$ cat src/rtl/aes128_type_pkg.sv
// ----------------------------------------------------------------------------
// aes128_type_pkg
// Shared types and constants for the AES128 byte-serial datapath.
//   AES128_N_BYTES : bytes per AES state
//   COL_*          : byte-collector FSM state encodings
//   err_code_e     : collector error causes reported on err_code_o
// ----------------------------------------------------------------------------
package aes128_type_pkg;

    localparam int unsigned AES128_N_BYTES = 16;

    // Collector FSM states
    localparam logic [1:0] COL_IDLE    = 2'd0;
    localparam logic [1:0] COL_COLLECT = 2'd1;
    localparam logic [1:0] COL_DONE    = 2'd2;

    typedef enum logic [1:0] {
        ERR_NONE       = 2'd0,
        ERR_DUP        = 2'd1,
        ERR_EARLY_DONE = 2'd2,
        ERR_ORDER      = 2'd3
    } err_code_e;

endpackage

$ cat src/rtl/aes128_byte_collector.sv
// ----------------------------------------------------------------------------
// aes128_byte_collector
// Receiving end of the byte-serial sub-bytes stream. Captures indexed bytes
// into a registered N_BYTES-byte state, tracks which indices have arrived and
// reports completion or protocol errors.
//
// Optional build macro: AES128_COLLECT_INORDER_CHECK_EN
//   defined   : beats must arrive with addr_i equal to the running expected
//               index, otherwise err_code_o = 3 (byte still written)
//   undefined : any index permutation completes
//
// Ports:
//   clk_i       in   clock, rising edge
//   rst_i       in   synchronous active-high reset
//   start_i     in   arm/restart the collector (clears mask and errors)
//   data_i      in   byte value
//   addr_i      in   byte index of data_i
//   valid_i     in   data_i/addr_i qualify this cycle
//   done_i      in   producer end-of-burst pulse
//   state_o     out  collected state, byte k at state_o[k]
//   busy_o      out  high while collecting
//   complete_o  out  one-cycle pulse: all bytes received without error
//   err_o       out  sticky protocol error
//   err_code_o  out  cause of first error (0 none, 1 dup, 2 early done, 3 order)
// ----------------------------------------------------------------------------
module aes128_byte_collector
    import aes128_type_pkg::*;
#(
    parameter int unsigned N_BYTES = AES128_N_BYTES
) (
    input  logic                         clk_i,
    input  logic                         rst_i,
    input  logic                         start_i,
    input  logic [7:0]                   data_i,
    input  logic [$clog2(N_BYTES)-1:0]   addr_i,
    input  logic                         valid_i,
    input  logic                         done_i,
    output logic [N_BYTES-1:0][7:0]      state_o,
    output logic                         busy_o,
    output logic                         complete_o,
    output logic                         err_o,
    output logic [1:0]                   err_code_o
);

    localparam int unsigned AW = $clog2(N_BYTES);
    localparam logic [AW:0] N_EXT = (AW+1)'(N_BYTES);

    logic [1:0]              fsm_q,   fsm_d;
    logic [N_BYTES-1:0][7:0] state_q, state_d;
    logic [N_BYTES-1:0]      mask_q,  mask_d;
    logic                    err_q,   err_d;
    err_code_e               code_q,  code_d;

`ifdef AES128_COLLECT_INORDER_CHECK_EN
    localparam logic [AW-1:0] LAST_IDX = AW'(N_BYTES - 1);
    localparam logic [AW-1:0] IDX_ONE  = AW'(1);
    logic [AW-1:0]           exp_q,   exp_d;
`endif

    logic                    in_range;
    logic [N_BYTES-1:0]      onehot;
    logic [N_BYTES-1:0]      mask_next;
    logic                    mask_full;
    logic                    beat_err;
    err_code_e               beat_code;

    // Index range guard only matters for non-power-of-2 N_BYTES.
    assign in_range = ({1'b0, addr_i} < N_EXT);

    always_comb begin
        onehot = '0;
        if (in_range) begin
            onehot[addr_i] = 1'b1;
        end
        mask_next = mask_q | (valid_i ? onehot : '0);
        mask_full = &mask_next;
    end

    // Error raised by the current beat; duplicate takes precedence over order.
    always_comb begin
        beat_err  = 1'b0;
        beat_code = ERR_NONE;
        if (valid_i && in_range && mask_q[addr_i]) begin
            beat_err  = 1'b1;
            beat_code = ERR_DUP;
        end
`ifdef AES128_COLLECT_INORDER_CHECK_EN
        else if (valid_i && in_range && (addr_i != exp_q)) begin
            beat_err  = 1'b1;
            beat_code = ERR_ORDER;
        end
        else if (valid_i && !in_range) begin
            beat_err  = 1'b1;
            beat_code = ERR_ORDER;
        end
`endif
    end

    always_comb begin
        fsm_d   = fsm_q;
        state_d = state_q;
        mask_d  = mask_q;
        err_d   = err_q;
        code_d  = code_q;
`ifdef AES128_COLLECT_INORDER_CHECK_EN
        exp_d   = exp_q;
`endif
        case (fsm_q)
            COL_IDLE: begin
                if (start_i) begin
                    fsm_d  = COL_COLLECT;
                    mask_d = '0;
                    err_d  = 1'b0;
                    code_d = ERR_NONE;
`ifdef AES128_COLLECT_INORDER_CHECK_EN
                    exp_d  = '0;
`endif
                end
            end

            COL_COLLECT: begin
                if (start_i) begin
                    // Restart wins; any coincident beat is dropped.
                    mask_d = '0;
                    err_d  = 1'b0;
                    code_d = ERR_NONE;
`ifdef AES128_COLLECT_INORDER_CHECK_EN
                    exp_d  = '0;
`endif
                end else begin
                    if (valid_i && in_range) begin
                        state_d[addr_i] = data_i;
                        mask_d          = mask_next;
`ifdef AES128_COLLECT_INORDER_CHECK_EN
                        exp_d = (exp_q == LAST_IDX) ? '0 : exp_q + IDX_ONE;
`endif
                    end
                    if (beat_err) begin
                        err_d = 1'b1;
                        if (!err_q) begin
                            code_d = beat_code;
                        end
                    end
                    // Full mask completes regardless of done_i.
                    if (mask_full) begin
                        fsm_d = COL_DONE;
                    end else if (done_i) begin
                        fsm_d = COL_IDLE;
                        err_d = 1'b1;
                        if (!err_q && !beat_err) begin
                            code_d = ERR_EARLY_DONE;
                        end
                    end
                end
            end

            COL_DONE: begin
                if (start_i) begin
                    fsm_d  = COL_COLLECT;
                    mask_d = '0;
                    err_d  = 1'b0;
                    code_d = ERR_NONE;
`ifdef AES128_COLLECT_INORDER_CHECK_EN
                    exp_d  = '0;
`endif
                end else begin
                    fsm_d = COL_IDLE;
                end
            end

            default: begin
                fsm_d = COL_IDLE;
            end
        endcase
    end

    always_ff @(posedge clk_i) begin
        if (rst_i) begin
            fsm_q   <= COL_IDLE;
            state_q <= '0;
            mask_q  <= '0;
            err_q   <= 1'b0;
            code_q  <= ERR_NONE;
`ifdef AES128_COLLECT_INORDER_CHECK_EN
            exp_q   <= '0;
`endif
        end else begin
            fsm_q   <= fsm_d;
            state_q <= state_d;
            mask_q  <= mask_d;
            err_q   <= err_d;
            code_q  <= code_d;
`ifdef AES128_COLLECT_INORDER_CHECK_EN
            exp_q   <= exp_d;
`endif
        end
    end

    assign state_o    = state_q;
    assign busy_o     = (fsm_q == COL_COLLECT);
    // err_q already includes any error raised by the completing beat.
    assign complete_o = (fsm_q == COL_DONE) && !err_q;
    assign err_o      = err_q;
    assign err_code_o = code_q;

endmodule

$ cat config.mk
export PLATFORM = sky130hd
export DESIGN_NAME = aes128_byte_collector
export DESIGN_NICKNAME = d
export VERILOG_FILES = /design/src/rtl/aes128_type_pkg.sv /design/src/rtl/aes128_byte_collector.sv
export SDC_FILE = /design/constraint.sdc
export NUM_CORES = 1
export LEC_CHECK = 0
export CAP_MARGIN = 0
export CORE_AREA = 5 5 112 114
export DETAILED_ROUTE_END_ITERATION = 8
export DIE_AREA = 0 0 117 119
export PLACE_DENSITY = 0.83
export SYNTH_ARGS = -nofsm -noshare
export SYNTH_HDL_FRONTEND = slang
export SYNTH_SLANG_ARGS = --single-unit
$ cat constraint.sdc
create_clock -name clk_i -period 4.15 [get_ports clk_i]
set_clock_uncertainty 0.2 [all_clocks]
set_input_delay 0.415 -clock clk_i [delete_from_list [all_inputs] [get_ports clk_i]]
set_output_delay 0.415 -clock clk_i [all_outputs]
set_load 0.05 [all_outputs]
==> impl_metrics.json <==
{
  "drtAntennaViolNets": 0,
  "ys_types": 41,
  "yosys_warnings": 0,
  "hold_class": "reg -> reg",
  "finalWirelength_mm": 17.11,
  "critPathSlowestCell": "clkdlybuf4s50_1",
  "post_cts_buffers": 0,
  "io_pins": 150,
  "coreArea_um2": 11320,
  "die_height_um": 119,
  "synth_fp_nets": 614,
  "cts_tree": "yes",
  "fin_cells": 884,
  "cts_buffers": 17,
  "fin_crit_sh": 0.7254,
  "die_w_um": 117,
  "max_stage_delay_ps": 1060,
  "powerDensity_nw_per_um2": 395.1,
  "period_needed_ps": 3010,
  "syn_inst": 597,
  "tightest_slew_ps": 1044,
  "yosysSeqAreaShare": 0.5119,
  "final-hold-violation-count": 0,
  "cpLargestDelayFamily": "simple AND/OR/NAND/NOR gates",
  "worstPathMaxFanout": 19,
  "final_cell_area_um2": 7970,
  "gp_congestion": 0.8690,
  "synth_area_per_cell_um2": 9.760,
  "fmax_mhz": 332.2,
  "fillers": 844,
  "grt_max_degree": 94,
  "grtUsageTotal": 0.2532,
  "rows": 39,
  "first_pass_iters": 5,
  "setup_viol": 0,
  "synth.cell_area_um2": 5827,
  "hold_buffers": 0,
  "grt_pass1_vias": 5045,
  "start_util": 0.5147,
  "drive_gt1_frac": 0.07962,
  "clk_pin_slew_ps": 60,
  "wl_per_cell_um": 19.35,
  "antenna_found_initial": 0,
  "max_cap_violations": 0,
  "start_kind": "primary input",
  "slew_viol_final": 0,
  "post_cts_resized": 0,
  "ys_async_sr_fraction": 0,
  "num_vias": 4892,
  "critPathArrivalTime_ps": 3070,
  "dieArea_um2": 13920,
  "cts.sinks": 149,
  "crit_path_end_kind": "flop",
  "critical_path_class": "in -> reg",
  "setup_tns_ps": 0,
  "port_buffers": 149,
  "synth_edf_count": 0,
  "ys_ff_latch": 149,
  "leakage_nw": 2.938,
  "area_growth_pct": 36.78,
  "rsz0062_at_grt": "false",
  "insertedDiodeCount": 0,
  "vias_per_cell": 5.534,
  "ys.flop_type": "dfxtp_1",
  "status": "complete, no violations",
  "vdd_drop_max_mv": 0.3291,
  "grt_first_pass_wirelength_mm": 27.44,
  "grt_overflow": 0,
  "critPathRequiredTime_ps": 4210,
  "cp_num_buf_inv": 1,
  "dp_hpwl_mm": 11.47,
  "clkLatencyLatePin_ps": 420,
  "clockBufferDepth": 2,
  "drcViolationCount": 0,
  "layout.nets": 745,
  "cp_cell_sequence": "clkdlybuf4s50_1, nand3_2, nor3_2, mux2i_1, nor2_1",
  "slew_headroom": 0.3005,
  "power_mw": 3.149,
  "dp_cells": 852,
  "drt_iter0_drc": 351,
  "htree_num_levels": 4,
  "placed_cell_area_um2": 7361,
  "cts_root_buf": "clkbuf_16"
}
[cell type report]
type                       instances  area, µm²  share of cell area
inverter                           3      11.26            0.001413
timing repair buffer             155       1534              0.1925
clock buffer                      18      439.2             0.05510
tap                              143      178.9             0.02245
multi-input combinational        402       2654              0.3330
clock inverter                    14      170.2             0.02135
sequential                       149       2983              0.3743
[kinds of logic (layout without fill, tap and decap cells)]
logic type / count (synthesis) / in the layout / synth area share
AO/OA/AOI/OAI: 58 / 58 / 0.06098
buffers and inverters: 46 / 190 / 0.03436
multiplexers: 119 / 119 / 0.2091
AND/OR/NAND/NOR: 225 / 225 / 0.1836
flip-flops: 149 / 149 / 0.5119
[path summary, 6_finish.rpt]
| path | start | to | slack (ps) | depth (start not counted) |
|---|---|---|---|---|
| hold / removal | state_o[31] | state_o[31] | 250 | 2 |
| setup reg to reg | fsm_q[0] | state_o[78] | 1260 | 6 |
| hold reg to reg | state_o[31] | state_o[31] | 250 | 2 |
| setup / recovery | addr_i[3] | state_o[78] | 1140 | 5 |
[flip-flops by register name, indices dropped and copies added, names as in the netlist]
| signal | count |
|---|---|
| fsm_q | 2 |
| state_o | 128 |
| mask_q | 16 |
| err_o | 1 |
| err_code_o | 2 |
[where the power goes]
part | switching, mW | internal (mW) | total (mW) | leakage [nW]
Sequential | 0.00407 | 1.43 | 1.44 | 1.20
Combinational | 0.110 | 0.0420 | 0.152 | 1.45
Clock | 0.639 | 0.919 | 1.56 | 0.291
[cells in the mapped netlist (4+ instances only)]
| cell type | n | area [µm²] |
|---|---|---|
| dfxtp_1 | 149 | 2983 |
| nor2_1 | 126 | 473.0 |
| mux2i_1 | 115 | 1151 |
| a21oi_1 | 35 | 175.2 |
| nand2_1 | 34 | 127.6 |
| clkbuf_1 | 29 | 108.9 |
| nand3_1 | 21 | 105.1 |
| buf_2 | 10 | 50.05 |
| nor2_4 | 6 | 67.56 |
| nor3_1 | 6 | 30.03 |
| and3b_1 | 5 | 43.79 |
| a31oi_1 | 4 | 25.02 |
| a32oi_1 | 4 | 35.03 |
| buf_4 | 4 | 30.03 |
| nor2b_1 | 4 | 25.02 |
[worst min-delay path, cell delays in order (launching register included)]
cell	delay, ps
dfxtp_1	310
nand2_1	50
a21oi_1	50
[metal layers]
metal / vias to the layer above / GRT usage / wire length [µm] / part of all wire
li1: 2306 / - / - / -
met5: - / 0 / 0 / 0
met4: 0 / 0.07168 / 242 / 0.014
met3: 25 / 0.09990 / 1407 / 0.082
met2: 166 / 0.4186 / 8496 / 0.50
met1: 2395 / 0.3040 / 6959 / 0.41
[through the flow]
step | hold slack [ps] | utilization | setup WS (ps)
floorplan | 245.9 | - | 2032
global placement | 242.4 | 0.6502 | 996.7
detailed placement | 246.6 | 0.6502 | 917.1
CTS | 255.4 | 0.7040 | 1201
global route | 283.9 | 0.7040 | 1054
finish | 254.2 | 0.7040 | 1140
[placed cells by master, fill, tap and decap left out, drive strengths merged]
cell type | synthesis | layout
a22oi | 2 | 2
clkinvlp | 0 | 2
nor3 | 9 | 9
mux2i | 115 | 115
o211ai | 2 | 2
nor3b | 2 | 2
nor2b | 4 | 4
mux4 | 2 | 2
nand2b | 3 | 3
a32oi | 4 | 4
a221oi | 1 | 1
o21ai | 1 | 1
mux2 | 2 | 2
clkinv | 0 | 5
o2bb2ai | 1 | 1
nand3 | 23 | 23
o2111ai | 2 | 2
o41ai | 1 | 1
inv | 3 | 8
a211oi | 1 | 1
nand3b | 3 | 3
and2 | 1 | 1
bufinv | 0 | 2
a21o | 1 | 1
a31oi | 4 | 4
buf | 14 | 7
a41oi | 1 | 1
nor2 | 132 | 132
and3 | 2 | 2
nand2 | 36 | 36
clkdlybuf4s50 | 0 | 148
and2b | 1 | 1
dfxtp | 149 | 149
a2bb2oi | 2 | 2
nand4 | 2 | 2
nor4 | 2 | 2
clkbuf | 29 | 18
and3b | 5 | 5
a21oi | 35 | 35
Power figures use the tool's default switching activity.
